$ cat src/rtl/mu0_loader_if.sv
// Byte-stream handshake and program-memory write port between the boot host,
// the loader and the MU0 program memory.
interface mu0_loader_if #(
  parameter int MAXWIDTH = 16,
  parameter int MAXDEPTH = 12
);
  logic [7:0]          in_data;
  logic                in_valid;
  logic                in_ready;
  logic                mem_we;
  logic [MAXDEPTH-1:0] mem_addr;
  logic [MAXWIDTH-1:0] mem_wdata;

  modport master (
    output in_data, in_valid,
    input  in_ready, mem_we, mem_addr, mem_wdata
  );

  modport slave (
    input  in_data, in_valid,
    output in_ready, mem_we, mem_addr, mem_wdata
  );
endinterface

$ cat src/rtl/mu0_loader.sv
// MU0 boot loader: length-prefixed big-endian word stream into program memory,
// 8-bit zero-sum checksum, core held in reset until a good image lands.
module mu0_loader #(
  parameter int MAXWIDTH = 16,
  parameter int MAXDEPTH = 12
) (
  input  logic                clk,
  input  logic                reset,
  mu0_loader_if.slave         bus,
  output logic [MAXDEPTH:0]   word_count_o,
  output logic                cpu_reset_o,
  output logic                done_o,
  output logic                error_o
);

  typedef enum logic [2:0] {
    S_LEN_HI, S_LEN_LO, S_DATA_HI, S_DATA_LO, S_CSUM, S_DONE, S_ERROR
  } state_t;

  localparam logic [15:0] CAP = 16'(1 << MAXDEPTH);

  state_t              state_q, state_d;
  logic [7:0]          len_hi_q, len_hi_d;
  logic [MAXDEPTH:0]   len_q, len_d;
  logic [7:0]          hi_q, hi_d;
  logic [7:0]          sum_q, sum_d;
  logic [MAXDEPTH-1:0] addr_q, addr_d;
  logic [MAXDEPTH-1:0] maddr_q, maddr_d;
  logic [MAXWIDTH-1:0] wdata_q, wdata_d;
  logic                we_q, we_d;
  logic [MAXDEPTH:0]   wc_q, wc_d;
  logic                busy;
  logic                accept;
  logic [15:0]         nlen;

  always_ff @(posedge clk) begin
    if (reset) begin
      state_q  <= S_LEN_HI;
      len_hi_q <= '0;
      len_q    <= '0;
      hi_q     <= '0;
      sum_q    <= '0;
      addr_q   <= '0;
      maddr_q  <= '0;
      wdata_q  <= '0;
      we_q     <= 1'b0;
      wc_q     <= '0;
    end else begin
      state_q  <= state_d;
      len_hi_q <= len_hi_d;
      len_q    <= len_d;
      hi_q     <= hi_d;
      sum_q    <= sum_d;
      addr_q   <= addr_d;
      maddr_q  <= maddr_d;
      wdata_q  <= wdata_d;
      we_q     <= we_d;
      wc_q     <= wc_d;
    end
  end

  // Ready depends only on state and reset, never on in_valid.
  assign busy   = (state_q != S_DONE) && (state_q != S_ERROR);
  assign accept = bus.in_valid && busy && !reset;
  assign nlen   = {len_hi_q, bus.in_data};

  always_comb begin
    state_d  = state_q;
    len_hi_d = len_hi_q;
    len_d    = len_q;
    hi_d     = hi_q;
    sum_d    = sum_q;
    addr_d   = addr_q;
    maddr_d  = maddr_q;
    wdata_d  = wdata_q;
    we_d     = 1'b0;
    wc_d     = wc_q;
    if (accept) begin
      sum_d = sum_q + bus.in_data;
      unique case (state_q)
        S_LEN_HI: begin
          len_hi_d = bus.in_data;
          state_d  = S_LEN_LO;
        end
        S_LEN_LO: begin
          len_d = nlen[MAXDEPTH:0];
          if (nlen > CAP)        state_d = S_ERROR;
          else if (nlen == 16'd0) state_d = S_CSUM;
          else                   state_d = S_DATA_HI;
        end
        S_DATA_HI: begin
          hi_d    = bus.in_data;
          state_d = S_DATA_LO;
        end
        S_DATA_LO: begin
          we_d    = 1'b1;
          maddr_d = addr_q;
          wdata_d = {hi_q, bus.in_data};
          addr_d  = addr_q + 1'b1;
          wc_d    = wc_q + 1'b1;
          state_d = (wc_d == len_q) ? S_CSUM : S_DATA_HI;
        end
        S_CSUM: state_d = (sum_d == 8'd0) ? S_DONE : S_ERROR;
        default: state_d = state_q;
      endcase
    end
  end

  assign bus.in_ready  = busy && !reset;
  assign bus.mem_we    = we_q;
  assign bus.mem_addr  = maddr_q;
  assign bus.mem_wdata = wdata_q;
  assign word_count_o  = wc_q;
  assign cpu_reset_o   = (state_q != S_DONE);
  assign done_o        = (state_q == S_DONE);
  assign error_o       = (state_q == S_ERROR);

endmodule

$ cat src/flat_wrapper.sv
// flat-port wrapper written by rule: the top's interface ports become plain ports
module mu0_loader_flat 
#(
  parameter int MAXWIDTH = 16,
  parameter int MAXDEPTH = 12
)
  (clk, reset, word_count_o, cpu_reset_o, done_o, error_o, bus_in_data, bus_in_valid, bus_in_ready, bus_mem_we, bus_mem_addr, bus_mem_wdata);
  mu0_loader_if #(.MAXWIDTH(MAXWIDTH), .MAXDEPTH(MAXDEPTH)) bus_i ();
  input  logic clk;
  input  logic reset;
  output logic [MAXDEPTH:0] word_count_o;
  output logic cpu_reset_o;
  output logic done_o;
  output logic error_o;
  input wire logic [$bits(bus_i.in_data)-1:0] bus_in_data;
  input wire logic [$bits(bus_i.in_valid)-1:0] bus_in_valid;
  output wire logic [$bits(bus_i.in_ready)-1:0] bus_in_ready;
  output wire logic [$bits(bus_i.mem_we)-1:0] bus_mem_we;
  output wire logic [$bits(bus_i.mem_addr)-1:0] bus_mem_addr;
  output wire logic [$bits(bus_i.mem_wdata)-1:0] bus_mem_wdata;
  assign bus_i.in_data = bus_in_data;
  assign bus_i.in_valid = bus_in_valid;
  assign bus_in_ready = bus_i.in_ready;
  assign bus_mem_we = bus_i.mem_we;
  assign bus_mem_addr = bus_i.mem_addr;
  assign bus_mem_wdata = bus_i.mem_wdata;
  mu0_loader #(.MAXWIDTH(MAXWIDTH), .MAXDEPTH(MAXDEPTH)) u_core (.clk(clk), .reset(reset), .bus(bus_i), .word_count_o(word_count_o), .cpu_reset_o(cpu_reset_o), .done_o(done_o), .error_o(error_o));
endmodule
$ cat config.mk
export PLATFORM = sky130hd
export DESIGN_NAME = mu0_loader_flat
export DESIGN_NICKNAME = d
export VERILOG_FILES = /design/src/rtl/mu0_loader_if.sv /design/src/rtl/mu0_loader.sv /design/src/flat_wrapper.sv
export SDC_FILE = /design/constraint.sdc
export NUM_CORES = 1
export LEC_CHECK = 0
export ABC_AREA = 1
export CAP_MARGIN = 20
export CORE_ASPECT_RATIO = 1.5
export CORE_MARGIN = 4
export CORE_UTILIZATION = 50
export CTS_CLUSTER_DIAMETER = 40
export CTS_CLUSTER_SIZE = 24
export DETAILED_ROUTE_END_ITERATION = 16
export GPL_TIMING_DRIVEN = 1
export PLACE_DENSITY = 0.85
export RECOVER_POWER = 25
export SYNTH_ARGS = -nofsm -noshare
export SYNTH_HDL_FRONTEND = slang
export SYNTH_SLANG_ARGS = --single-unit
$ cat constraint.sdc
create_clock -name clk -period 1.82 [get_ports clk]
set_input_delay 0.364 -clock clk [delete_from_list [all_inputs] [get_ports clk]]
set_output_delay 0.364 -clock clk [all_outputs]
set_load 0.02 [all_outputs]
==> flow_summary.toml, run 1 <==
[cells_and_area]
final_core_util_pct = 68.0
antenna_cells = 0
final_cell_mix = "nand2_1, dfxtp_1, inv_1, o21ai_0, a21oi_1"
drive_gt1_share_pct = 15.9
mostFrequentLayoutCell = "nand2_1"
instances_no_fill = 852
num-nets-final = 759
stdcell_area_um2 = 5970
synthToLayoutAreaGrowth_pct = 33.3

[worst_setup_path]
startpoint_type = "input port"
cp_common_cell = "nand2_1"
critPathMaxFanout = 3
worst_path_largest_cell_delay_ps = 450
end_kind = "register"
critPathKind = "in2reg"
crit_arrival_ps = 2190
worstPathRequired_ps = 2050
path_cells = "clkdlybuf4s50_1 > ha_1 > nand2_1 > inv_1 > a21oi_1 > nand3_1 > nand2_1 > nand4_1 > a21oi_1 > nand2_1 > nand2_1 > a21oi_1"
slowest_stage = "clkdlybuf4s50_1"

[sta]
finalMaxSlewViolations = 0
fmax_mhz = 510
finalCriticalPeriod_ps = 1960
tightest_slew_ps = 673
finalCritPeriodShare_pct = 108
slew_headroom_pct = 55.1
rsz0062_at_grt = "yes"
setup_ws_ps = -139
tns_ps = -437
fin_skew_ps = 7.86
finalHoldViolations = 0
setup-violations-final = 10

[placement]
io_buffers = 56
dp.cells = 835
pre_cts_slack_ps = -670
place_area_um2 = 5580
dp.final_hpwl_mm = 8.57
gp_congestion = 0.930

[floorplan]
io_pins = 57
rows = 42
die-area_um2 = 10600
core_area_um2 = 8780
die_h_um = 124
dieWidth_um = 85.3
initial_core_util_pct = 51.0

[yosys]
syn-cell-area_um2 = 4480
synth_cells = 632
yosysUniqueCellTypes = 31
yosysWarnings = 0
synth_seq_cells = 94
yosysTopAreaCell = "dfxtp_1"
syn-num-nets = 653
avgSynthCellArea_um2 = 7.08
yosys-top-cells-area = "dfxtp_1, nand2_1, o21ai_0"
yosys.area.top_type_share_pct = 42.0
seq_area_frac_synth_pct = 42.0

[global_routing]
antenna_found_initial = 0
grt_pass1_vias = 4505
grt_pass1_wl_mm = 19.6
grt_max_degree = 83
track_usage_pct = 22.9
grt_overflow = 0

[drt]
drcViolationCount = 0
vias_per_cell = 5.40
wl_per_cell_um = 13.9
drtIter0Drc = 266
wirelength_mm = 11.9
drtAntennaViolNets = 0
vias = 4598
drt_first_pass_iters = 5

[pwr]
p_clk_share_pct = 43.4
p_int_mw = 3.52
p_leak_nw = 2.64
p_comb_share_pct = 10.4
swShare_pct = 24.0
p_per_area_nw_per_um2 = 776
seqPwrFrac_pct = 46.2
p_sw_mw = 1.11
ir_drop_mv = 0.541

[clock_tree]
insertion_delay_ps = 340
cts_root_buf = "clkbuf_16"
cts_tree = "yes"
clkTransAtPathRegs_ps = 60
cts_inserted_buffers = 9
clockBufferDepth = 2
cts_max_level = 3
cts.sinks = 94

[hold_path]
hold_path.class = "reg2reg"

[run_status]
run_status = "complete, but fails checks"
violations = "negative setup slack"

[run]
drv_cap = 0
-- worst max-delay path, delay by kind of cell --
kind                       cells  cell delay [ps]
buffers and inverters          2              500
adders and majority gates      1              330
and+or+nand+nor                6              600
AOI/OAI and AO/OA              3              390
-- registers in the layout, indices dropped and copies added (netlist names) --
register,count
u_core.bus.mem_we,1
u_core.len_hi_q,8
u_core.addr_q,12
u_core.sum_q,8
u_core.bus.mem_addr,12
u_core.len_q,13
u_core.word_count_o,13
u_core.state_q,3
u_core.bus.mem_wdata,16
u_core.hi_q,8
-- power by group through the flow --
stage	Clock [mW]	Combinational [mW]	Sequential (mW)
3_5_place_dp	0	0.463	2.18
6_report	2.01	0.483	2.14
4_1_cts	2.04	0.477	2.14
3_3_place_gp	0	0.447	2.18
2_1_floorplan	0	0.272	2.17
5_1_grt	2.13	0.540	2.14
-- area by class of cell --
class | instances | area [um^2]
fill | 661 | 2810
clock inverter | 6 | 95.1
sequential | 94 | 1890
tap | 110 | 138
multi-input combinational | 426 | 2250
clock buffer | 9 | 225
timing repair buffer | 120 | 1040
inverter | 87 | 327
-- routing by layer --
layer | global-route usage [%] | vias up | part of all wire [%]
li1 | - | 2295 | -
met1 | 24.0 | 2139 | 39
met2 | 43.0 | 134 | 54
met3 | 4.04 | 30 | 3.9
met4 | 11.8 | 0 | 3.0
met5 | 0 | - | 0
-- through the flow --
| stage | total power, mW | hold WS [ps] |
|---|---|---|
| floorplan | 2.45 | 444 |
| global placement | 2.62 | 458 |
| detailed placement | 2.64 | 460 |
| CTS | 4.66 | 469 |
| global route | 4.81 | 500 |
| finish | 4.63 | 470 |
-- cell usage after synthesis (all sizes together) --
| cell type | n |
|---|---|
| a31oi | 5 |
| nand4 | 14 |
| buf | 12 |
| inv | 87 |
| nand2 | 117 |
| o211ai | 3 |
| nor2 | 59 |
| nor4 | 1 |
| o21a | 1 |
| a21oi | 76 |
| o21bai | 1 |
| nor3b | 1 |
| xnor2 | 2 |
| ha | 9 |
| o21ai | 85 |
| dfxtp | 94 |
| fa | 1 |
| clkbuf | 13 |
| nor3 | 10 |
| nand3 | 41 |
-- repair_timing --
action | in CTS | in global routing
hold buffers | 0 | 0
hold endpoints to repair | 0 | 0
setup endpoints to repair | 8 | 35
pin swaps | 8 | 8
gates resized for setup | 22 | 18
buffers inserted | 1 | 1
-- path summary, 6_finish.rpt --
check / start / to / slack [ps] / cells after the start
setup / recovery: bus_in_data[6] / u_core.state_q[1] / -140 / 12
hold / removal: u_core.len_q[8] / u_core.len_q[8] / 470 / 2
setup reg to reg: u_core.word_count_o[0] / u_core.state_q[1] / -100 / 16
hold reg to reg: u_core.len_q[8] / u_core.len_q[8] / 470 / 2
-- cell families after synthesis --
kind of cell    Yosys count  share of synthesized area [%]
simple gates            243                           25.3
compound gates          171                           19.5
buf+inv                 112                           9.78
flops                    94                           42.0
fa+ha+maj                10                           2.96
xor+xnor                  2                          0.391
No activity file was read; power rests on OpenSTA's default activity.
==> run 2: changes to the inputs <==
- TNS_END_PERCENT: unset -> 20
==> flow_summary.toml, run 2 (synthesis results as in run 1) <==
[drt]
met2_length_mm = 6.46
wl_per_cell_um = 14.0
drtIter0Drc = 241
wl_met3_um = 479
vias_per_cell = 5.40
vias = 4601
met1Wirelength_mm = 4.69
drcViolationCount = 0
top_layer_used = "met4"
drtAntennaViolNets = 0
drt_first_pass_iters = 6
wirelength_mm = 12.0

[global_routing]
grt_pass1_wl_mm = 19.6
grt_pass1_vias = 4470
grt_max_degree = 83
track_usage_pct = 22.9
grt_overflow = 0
antenna_found_initial = 0

[worst_setup_path]
startpoint_type = "input port"
end_kind = "register"
crit_arrival_ps = 2180
critPathCapture = "u_core.state_q[1]"
crit_path_start = "bus_in_data[6]"
regToRegEndpoint = "u_core.state_q[1]"
r2r_cells = 12
critPathMaxFanout = 3
timing.rr.start = "u_core.sum_q[0]"
critPathKind = "in2reg"
worstPathRequired_ps = 2050
r2r_setup_slack_ps = -120

[pwr]
p_sw_mw = 1.11
p_comb_share_pct = 10.5
p_leak_nw = 2.66
swShare_pct = 24.0
p_clk_share_pct = 43.3
p_per_area_nw_per_um2 = 777
p_int_mw = 3.52
ir_drop_mv = 0.542
seqPwrFrac_pct = 46.2

[clock_tree]
clockBufferDepth = 2
clkTransAtPathRegs_ps = 60
cts.sinks = 94
insertion_delay_ps = 340
cts_tree = "yes"
cts_root_buf = "clkbuf_16"
cts_inserted_buffers = 9
cts_max_level = 3
cts_hold_buf = 0

[floorplan]
die_h_um = 124
core_area_um2 = 8780
initial_core_util_pct = 51.0
io_pins = 57
rows = 42
die-area_um2 = 10600
dieWidth_um = 85.3

[placement]
io_buffers = 56
dp.cells = 835
dp.final_hpwl_mm = 8.57
gp_congestion = 0.930

[cells_and_area]
antenna_cells = 0
final_cell_mix = "nand2_1, dfxtp_1, inv_1, o21ai_0, a21oi_1"
instances_no_fill = 852
num-nets-final = 759
final_core_util_pct = 68.0
drive_gt1_share_pct = 15.6
mostFrequentLayoutCell = "nand2_1"
synthToLayoutAreaGrowth_pct = 33.3
largest_reg_flops = 16

[hold_path]
min_from = "u_core.len_q[12]"
hold_path.class = "reg2reg"

[run_status]
run_status = "complete, but fails checks"
violations = "negative setup slack"

[sta]
slew_headroom_pct = 53.9
fmax_mhz = 513
rsz0062_at_grt = "yes"
setup_ws_ps = -129
finalCritPeriodShare_pct = 107
finalCriticalPeriod_ps = 1950
tightest_slew_ps = 691
setup-violations-final = 10
finalHoldViolations = 0
finalMaxSlewViolations = 0
fin_skew_ps = 7.43

[run]
drv_cap = 0
[run 2: changes by cell type in the layout (fill, tap and decap cells not counted), moves of 2 or more]
cell,delta
nor2_2,+2
nand2_2,-3
clkbuf_4,-2
buf_2,+2
nand3_1,+2
nand3_2,-2
nand2_1,+2
[run 2: how the worst min path moves through the flow]
| stage | endpoint | slack [ps] | depth (start not counted) |
|---|---|---|---|
| after floorplan | u_core.len_q[12] | 440 | 2 |
| after detailed placement | u_core.len_q[8] | 460 | 2 |
| final | u_core.len_q[12] | 470 | 2 |
| after global routing | u_core.len_q[12] | 500 | 2 |
| after global placement | u_core.len_q[0] | 460 | 2 |
| after CTS | u_core.len_q[8] | 470 | 2 |
[run 2: repair_timing]
action	4_1_cts	5_1_grt
pin swaps	4	8
cloned	0	1
resized for setup	16	22
setup buffers	0	1
endpoints found under the setup margin	8	34
[run 2: through the flow]
step	worst slack (ps)	hold WS [ps]	TNS [ps]	area [um^2]	total power, mW
after floorplan	47.0	444	0	4490	2.45
after global placement	-563	458	-4270	5580	2.62
after detailed placement	-670	460	-6770	5580	2.64
after CTS	-125	469	-248	5930	4.65
after global routing	-292	500	-8490	5970	4.82
final	-129	473	-334	5970	4.63
[run 2: area by class of cell]
cell class              instances  area, um^2
well taps                     110         138
clock buffers                   9         225
inverters                      87         327
flip-flops and latches         94        1890
fillers                       678        2810
repair buffers                119        1040
clock inverters                 6        95.1
multi-input cells             427        2260
[run 2: power groups by stage]
| stage | sequential (mW) | clock [mW] | combinational [mW] |
|---|---|---|---|
| after global placement | 2.18 | 0 | 0.447 |
| after floorplan | 2.17 | 0 | 0.272 |
| after CTS | 2.14 | 2.04 | 0.474 |
| final | 2.14 | 2.01 | 0.488 |
| after global routing | 2.14 | 2.13 | 0.545 |
| after detailed placement | 2.18 | 0 | 0.463 |
[run 2: per-layer routing]
layer / global-route usage [%] / vias up
met5: 0 / -
met4: 11.0 / 0
met3: 3.90 / 28
met2: 43.8 / 136
met1: 23.9 / 2138
li1: - / 2299
[run 2: worst max-delay path, stage by stage]
cell             delay (ps)
clkdlybuf4s50_1         450
ha_1                    330
nand2_1                 100
inv_1                    50
a21oi_1                 180
nand3_1                 110
nand2_1                 130
nand4_1                 150
a21oi_1                 150
nand2_1                  60
nand2_1                  50
a21oi_1                  60
